`src/rtl/apb_arb_pkg.sv`:
```
// apb_arb_pkg: shared FSM state type for the APB round-robin arbiter
package apb_arb_pkg;
  typedef enum logic [1:0] {IDLE, SETUP, ACCESS} state_e;
endpackage

```
`src/rtl/apb_rr_pick.sv`:
```
// apb_rr_pick: combinational round-robin picker, first request at/after ptr with wrap
module apb_rr_pick #(
  parameter int NumMst = 3,
  parameter int IdxW   = $clog2(NumMst)
) (
  input  logic [NumMst-1:0] req_i,
  input  logic [IdxW-1:0]   ptr_i,
  output logic [NumMst-1:0] gnt_o,
  output logic [IdxW-1:0]   idx_o,
  output logic              valid_o
);
  // Scanning from the farthest offset down lets the nearest hit win without a found flag
  always_comb begin
    gnt_o = '0;
    idx_o = '0;
    for (int o = NumMst - 1; o >= 0; o--) begin
      if (req_i[(int'(ptr_i) + o) % NumMst]) begin
        idx_o = IdxW'((int'(ptr_i) + o) % NumMst);
        gnt_o = NumMst'(1) << ((int'(ptr_i) + o) % NumMst);
      end
    end
  end
  assign valid_o = |req_i;
endmodule

```
`src/rtl/apb_rr_arbiter.sv`:
```
// apb_rr_arbiter: shares one APB completer among NumMst requesters, round-robin per transfer
module apb_rr_arbiter
  import apb_arb_pkg::*;
#(
  parameter int NumMst        = 3,
  parameter int AddrWidth     = 32,
  parameter int DataWidth     = 32,
  parameter int TimeoutCycles = 255
) (
  input  logic                          clk_i,
  input  logic                          rst_i,
  input  logic [NumMst-1:0]             mst_psel_i,
  input  logic [NumMst-1:0]             mst_penable_i,
  input  logic [NumMst-1:0]             mst_pwrite_i,
  input  logic [NumMst*AddrWidth-1:0]   mst_paddr_i,
  input  logic [NumMst*DataWidth-1:0]   mst_pwdata_i,
  output logic [DataWidth-1:0]          mst_prdata_o,
  output logic [NumMst-1:0]             mst_pready_o,
  output logic [NumMst-1:0]             mst_pslverr_o,
  output logic                          slv_psel_o,
  output logic                          slv_penable_o,
  output logic                          slv_pwrite_o,
  output logic [AddrWidth-1:0]          slv_paddr_o,
  output logic [DataWidth-1:0]          slv_pwdata_o,
  input  logic [DataWidth-1:0]          slv_prdata_i,
  input  logic                          slv_pready_i,
  input  logic                          slv_pslverr_i,
  output logic [NumMst-1:0]             grant_o,
  output logic                          timeout_o
);
  localparam int IdxW = $clog2(NumMst);
  localparam int CntW = TimeoutCycles == 0 ? 1 : $clog2(TimeoutCycles + 1);
  state_e                state_q, state_d;
  logic [IdxW-1:0]       ptr_q, ptr_d, idx_q, idx_d, pick_idx;
  logic [CntW-1:0]       cnt_q, cnt_d;
  logic [NumMst-1:0]     grant_q, grant_d, pick_gnt;
  logic                  pwrite_q, pwrite_d, pick_valid;
  logic [AddrWidth-1:0]  paddr_q, paddr_d;
  logic [DataWidth-1:0]  pwdata_q, pwdata_d;
  logic                  done, tmo, finish, capture, live, resp;
  apb_rr_pick #(.NumMst(NumMst), .IdxW(IdxW)) u_pick (
    .req_i   (mst_psel_i),
    .ptr_i   (ptr_q),
    .gnt_o   (pick_gnt),
    .idx_o   (pick_idx),
    .valid_o (pick_valid)
  );
  assign done    = state_q == ACCESS && slv_pready_i;
  assign tmo     = state_q == ACCESS && !slv_pready_i && TimeoutCycles != 0 &&
                   cnt_q == CntW'(TimeoutCycles - 1);
  assign finish  = done || tmo;
  assign capture = state_q == IDLE && pick_valid;
  // A requester that abandoned its transfer gets no response; the downstream beat still runs out
  assign live    = mst_psel_i[idx_q] && mst_penable_i[idx_q];
  always_ff @(posedge clk_i or posedge rst_i) begin
    if (rst_i) begin
      state_q  <= IDLE;
      ptr_q    <= '0;
      idx_q    <= '0;
      cnt_q    <= '0;
      grant_q  <= '0;
      pwrite_q <= 1'b0;
      paddr_q  <= '0;
      pwdata_q <= '0;
    end else begin
      state_q  <= state_d;
      ptr_q    <= ptr_d;
      idx_q    <= idx_d;
      cnt_q    <= cnt_d;
      grant_q  <= grant_d;
      pwrite_q <= pwrite_d;
      paddr_q  <= paddr_d;
      pwdata_q <= pwdata_d;
    end
  end
  always_comb begin
    state_d  = state_q == IDLE  ? (pick_valid ? SETUP : IDLE) :
               state_q == SETUP ? ACCESS : (finish ? IDLE : ACCESS);
    ptr_d    = finish ? (idx_q == IdxW'(NumMst - 1) ? '0 : idx_q + IdxW'(1)) : ptr_q;
    cnt_d    = state_q == ACCESS ? cnt_q + CntW'(1) : '0;
    grant_d  = capture ? pick_gnt : (finish ? '0 : grant_q);
    idx_d    = capture ? pick_idx : idx_q;
    pwrite_d = capture ? mst_pwrite_i[pick_idx] : pwrite_q;
    paddr_d  = capture ? mst_paddr_i[pick_idx*AddrWidth +: AddrWidth] : paddr_q;
    pwdata_d = capture ? mst_pwdata_i[pick_idx*DataWidth +: DataWidth] : pwdata_q;
  end
  always_comb begin
    resp          = finish && live;
    mst_pready_o  = resp ? grant_q : '0;
    mst_pslverr_o = resp && (tmo || slv_pslverr_i) ? grant_q : '0;
    mst_prdata_o  = resp && done ? slv_prdata_i : '0;
    timeout_o     = tmo;
    slv_psel_o    = state_q != IDLE;
    slv_penable_o = state_q == ACCESS;
    slv_pwrite_o  = pwrite_q;
    slv_paddr_o   = paddr_q;
    slv_pwdata_o  = pwdata_q;
    grant_o       = grant_q;
  end
endmodule

```
`config.mk`:
```
export PLATFORM = sky130hd
export DESIGN_NAME = apb_rr_arbiter
export DESIGN_NICKNAME = d
export VERILOG_FILES = /design/src/rtl/apb_arb_pkg.sv /design/src/rtl/apb_rr_pick.sv /design/src/rtl/apb_rr_arbiter.sv
export SDC_FILE = /design/constraint.sdc
export NUM_CORES = 1
export LEC_CHECK = 0
export BUFFER_PORTS_ARGS = -buffer_cell sky130_fd_sc_hd__buf_4
export CAP_MARGIN = 15
export CORE_AREA = 4 4 134 136
export CTS_BUF_LIST = sky130_fd_sc_hd__clkbuf_4 sky130_fd_sc_hd__clkbuf_8
export DETAILED_ROUTE_END_ITERATION = 10
export DIE_AREA = 0 0 138 140
export PLACE_DENSITY_LB_ADDON = 0.2
export REMOVE_ABC_BUFFERS = 1
export SYNTH_ARGS = -nofsm -noshare
export SYNTH_HDL_FRONTEND = slang
export SYNTH_SLANG_ARGS = --single-unit
```
`constraint.sdc`:
```
create_clock -name clk_i -period 3.2 [get_ports clk_i]
set_input_delay 0.64 -clock clk_i [delete_from_list [all_inputs] [get_ports clk_i]]
set_output_delay 0.64 -clock clk_i [all_outputs]
set_load 0.02 [all_outputs]
```
### After elaboration in Yosys (flattened, before gate mapping)

Index checks and enable logic that the tools add are counted.

* $add $sub $neg: 4
* equality and inequality tests: 4
* reduce and logical (&&, ||, !) cells: 15
* $mul: 0
* bitwise operators: 0
* shift-type cells: 5
* $lt $le $gt $ge: 5
* div/mod/pow operators: 3
* multiplexer cells: 32

Operators with widths (count)
* variable part select 96 x 8 -> 32 bit: 2
* < comparator 32 x 4 -> 1 bit, second input constant: 3
* << shifter 1 x 32 -> 3 bit, first input constant: 3
* modulo 32 x 3 -> 32 bit, second input constant: 2
* modulo 3 x 3 -> 32 bit, second input constant: 1
* 2-to-1 mux 32 bit: 1
* 2-to-1 mux 3 bit: 7
* 2-to-1 mux 2 bit: 7
* binary-select mux 1 bit (select 2 bit): 6
* 2-to-1 mux 1 bit: 10
* adder 8 x 1 -> 8 bit, second input constant: 1
* == test 8 bit, second input constant: 1
* logical AND 1 bit: 8
* 2-to-1 mux 8 bit: 1
* < comparator 2 x 3 -> 1 bit, second input constant: 2
* == test 2 bit, second input constant: 2
* nonzero test 2 bit: 2
* adder 2 x 1 -> 3 bit, second input constant: 1
* adder 2 x 2 -> 3 bit, second input constant: 1
* OR reduction 3 bit: 1
* adder 2 x 1 -> 2 bit, second input constant: 1
* == test 2 x 1 -> 1 bit, second input constant: 1
* zero test 2 bit: 1
* logical OR 1 bit: 2
* zero test 1 bit: 1

* logic and storage cells: 76
* bits in latches: 0
* input port bits: 237
* memories: 0
* bits in registers: 82
* memory bits (read-only): 0
* RAM bits: 0

### Depth between registers and ports, before layout

* depth in word-level cells: 10
* depth in mapped cells: 10
* depth with buffers taken out: 7

### Hierarchy

A second synthesis with hierarchy kept.

* cell total of the unflattened synthesis: 590
* area total of the unflattened synthesis: 5023.6 um2

By module, submodules not included
* apb_rr_arbiter: cells an instance 552, area an instance 4750.8 um2, seq. area each 2052.0 um2, times used 1
* apb_rr_pick: cells an instance 38, area an instance 272.8 um2, seq. area each 0.0 um2, times used 1

### Worst setup path after synthesis

Ideal clock, no wire load.

* path kind: register to output
* start point: reg state_q[0]
* end point: out mst_pready_o[0]
* arrival time: 1960 ps
* setup slack: 600 ps
* stages on the path, launching flop included: 8
* buffers on the path: 1
* path through: dfrtp_1 -> nand2b_1 -> buf_2 -> inv_1 -> and4_1 -> a21oi_2 -> or2_2 -> nor2_1

* word-level cells in the longest chain between the ends: 6
* elaborated cells on any way between the ends: 7

Ends and longest elaborated chain
* from (decl): RTL line apb_rr_arbiter.sv:33 `state_e state_q, state_d;`
* from (signal assigned): RTL line apb_rr_arbiter.sv:66 `state_q <= state_d;`
* == test 2 bit
* net slv_penable_o: RTL line apb_rr_arbiter.sv:21 `output logic slv_penable_o,`
* logical AND 1 bit (2 in a row): RTL line apb_rr_arbiter.sv:49 `assign tmo = state_q == ACCESS && !slv_pready_i && TimeoutCycles != 0 &&`
* net timeout_o: RTL line apb_rr_arbiter.sv:29 `output logic timeout_o`
* logical OR 1 bit: RTL line apb_rr_arbiter.sv:51 `assign finish = done || tmo;`
* logical AND 1 bit: RTL line apb_rr_arbiter.sv:88 `resp = finish && live;`
* 2-to-1 mux 3 bit: RTL line apb_rr_arbiter.sv:89 `mst_pready_o = resp ? grant_q : '0;`
* to (decl): RTL line apb_rr_arbiter.sv:18 `output logic [NumMst-1:0] mst_pready_o,`

The timed path passes the listed nets, and every way through them passes these cells.

### Worst setup path in the final report

* start point: reg state_q[0]
* end point: out mst_pready_o[2]

* word-level cells in the longest chain between the ends: 6
* elaborated cells on any way between the ends: 7

Ends and longest elaborated chain (RTL line)
* == test 2 bit (*): apb_rr_arbiter.sv:48, apb_rr_arbiter.sv:49
* logical AND 1 bit (2 in a row): apb_rr_arbiter.sv:49
* logical OR 1 bit (*): apb_rr_arbiter.sv:51
* logical AND 1 bit (*): apb_rr_arbiter.sv:88
* 2-to-1 mux 3 bit (*): apb_rr_arbiter.sv:89

Every way passes the cells marked *; elsewhere a longest branch is shown, timed or not.

==> reports/metrics.csv <==
stage,metric,value,unit
global_route,grt_usage,20.0,%
global_route,grt_pass1_wl,31.3,mm
detailed_routing,wire_per_inst,17.7,µm
power_and_ir_drop,power.density,955,nW/µm²
synth,synth_top_area_share,41.4,%
timing,finalCritPeriodShare,92.4,%
worst_setup_path,reg2reg_to,slv_paddr_o[20]$_DFFE_PP0P_,
power_and_ir_drop,p_leak,3.79,nW
detailed_routing,wl,20.3,mm
cells_and_area,num_antenna_cells,0,
timing,slew_viol_final,0,
die,coreArea,16900,µm²
synth,yosysTopAreaCell,dfrtp_1,
clocking,cts_sinks,82,
cells_and_area,fin_nets,1159,
timing,min_period,2960,ps
cells_and_area,layout_common_cells,"356 x buf_4, 137 x nand3_1, 82 x dfrtp_1",
detailed_routing,vias,5762,
synth,synth.distinct_cells,43,
timing,setup_viol,0,
cells_and_area,layout_commonest_cell,buf_4,
synth,ys_async_sr_fraction,100,%
flow_run,maxCapViolations,0,
clocking,clk_latency,360,ps
global_route,grtUsageMet1,23.0,%
synth,synth_seq_cells,82,
worst_setup_path,rr_startpoint,ptr_q[0]$_DFFE_PP0N_,
worst_setup_path,worst_ep_arrival_time,2320,ps
worst_setup_path,criticalPathCategory,register to output port,
synth,synthFlopType,dfrtp_1,
place,dp.final_hpwl,14.9,mm
clocking,cts_tree,built,
die,die_w,138,µm
cells_and_area,seq_area,2050,µm²
timing,worstMarginPinSlew,772,ps
place,io_buffers,345,
global_route,busiest_layer,met2,
die,die-area,19300,µm²
detailed_routing,drc_errors,0,
clocking,ctsResizeCount,0,
worst_setup_path,required,2560,ps
synth,ys_warn_count,0,
timing,rsz0062_at_grt,no,
clocking,hold_buffers,0,
place,place.gp.congestion,0.889,
clocking,cts_made_buffers,9,
clocking,clkTransAtPathRegs,90,ps
cells_and_area,n_fill_cell,1732,
synth,syn_area,4950,µm²
synth,synth.area.top_cells,"dfrtp_1 41%, nand3_1 14%, a31oi_1 8.7%, a21oi_1 7.3%, nor2_1 5.9%",
worst_setup_path,r2r_cells,8,
global_route,grt_max_degree,77,
detailed_routing,dr.pass1.iters,4,
worst_setup_path,cp-start-kind,register,
global_route,grt_overflow,0,
power_and_ir_drop,vdd_drop_max,0.348,mV
die,io_pins,346,
outcome,outcome,"finished, final reports clean",
worst_setup_path,critPathMaxFanout,9,
clocking,clockRootBuffer,clkbuf_8,
timing,relSlewSlack,48.6,%
synth,syn_inst,607,
synth,synth_seq_area_share,41.4,%
timing,finalHoldViolations,0,
cells_and_area,area_delta_synth_final,59.0,%
timing,worst_slack,242,ps
worst_hold_path,hold_class,primary input to async pin,
die,row_count,48,
clocking,cts_buffer_depth,2,
synth,synth_edf_count,0,
timing,hold_slack,377,ps
detailed_routing,drt_iter0_drc,309,
global_route,antenna_found_initial,0,
place,dp_slack,582,ps
worst_setup_path,ff2ff_setup_slack,590,ps
global_route,grt_pass1_vias,5623,
die,initial_core_util,29.2,%
global_route,use_met2,34.2,%
global_route,use_met3,8.26,%
detailed_routing,final_antenna_net_count,0,
timing,max_freq,338,MHz
die,fp.dieH,140,µm
detailed_routing,viasPerCell,5.02,
clocking,cts_setup_buffers,0,
timing,skew,16.5,ps
clocking,htreeDepth,3,
cells_and_area,multi_input_area,2510,µm²
cells_and_area,drive_above_1_share,42.7,%
synth,syn-mean-instance-area,8.16,µm²
worst_setup_path,critPathCaptureType,output port,
synth_stat cells, drive strengths merged, types with 4 or more instances:
library cell,n
a21oi,74
a31oi,69
and2,33
buf,47
clkbuf,13
dfrtp,82
ha,5
inv,12
nand2,9
nand3,137
nor2,78
nor3,4
or2,4
xor2,5
flip-flops by register name, indices dropped and copies added, names as in the netlist:
name / flops
slv_paddr_o: 32
slv_pwdata_o: 32
cnt_q: 8
grant_o: 3
idx_q: 2
ptr_q: 2
state_q: 2
slv_pwrite_o: 1
layer usage:
metal | routed length, µm | up-vias
li1 | - | 2784
met1 | 7860 | 2695
met2 | 10100 | 262
met3 | 1940 | 21
met4 | 445 | 0
met5 | 0 | -
cell families after synthesis:
| family | synth area share [%] |
|---|---|
| and+or+nand+nor | 28.4 |
| AOI/OAI and AO/OA | 19.0 |
| DFF | 41.4 |
| buffers and inverters | 8.11 |
| xor gates and xnor gates | 1.06 |
| adders and majority gates | 1.26 |
| muxes | 0.733 |
report_power, final:
group / internal (mW) / switching (mW) / leakage (nW)
sequential: 1.54 / 0.282 / 0.951
combinational: 1.84 / 2.91 / 2.71
clock: 0.542 / 0.417 / 0.123
total: 3.91 / 3.61 / 3.79
worst max-delay path, stage by stage (launching register included):
cell and delay (ps):
dfrtp_1 370, nand2b_1 290, inv_1 240, and4_1 300, a21oi_2 100, or2_2 350
nor2_1 140, buf_4 160
area by class of cell:
type	count	share of cell area, %
Clock buffer	10	1.75
Clock inverter	6	1.41
Inverter	12	0.588
Multi-Input combinational cell	453	31.9
Sequential cell	82	26.1
Tap cell	225	3.58
Timing Repair Buffer	359	34.7
worst max path at each step:
stage	slack, ps	to	start	cells after the start
finish	240	mst_pready_o[2]	state_q[0]$_DFF_PP0_	7
global route	90	mst_pready_o[2]	state_q[0]$_DFF_PP0_	7
CTS	220	mst_pready_o[2]	state_q[0]$_DFF_PP0_	7
detailed placement	580	mst_pready_o[2]	slv_pready_i	7
global placement	620	mst_pready_o[2]	slv_pready_i	7
floorplan	-320	slv_paddr_o[0]$_DFFE_PP0P_	ptr_q[1]$_DFFE_PP0N_	7
per-stage QoR:
step | area (µm²) | utilization, % | total power, mW | TNS [ps] | std cells
finish | 7870 | 46.5 | 7.52 | 0 | 1147
global route | 7870 | 46.5 | 8.11 | 0 | 1147
CTS | 7870 | 46.5 | 7.62 | 0 | 1147
detailed placement | 7620 | 45.0 | 6.65 | 0 | 1131
global placement | 7620 | 45.0 | 6.61 | 0 | 1131
floorplan | 4590 | - | 4.63 | -20550 | 547
Note: power is estimated with default switching activity, not from simulation.
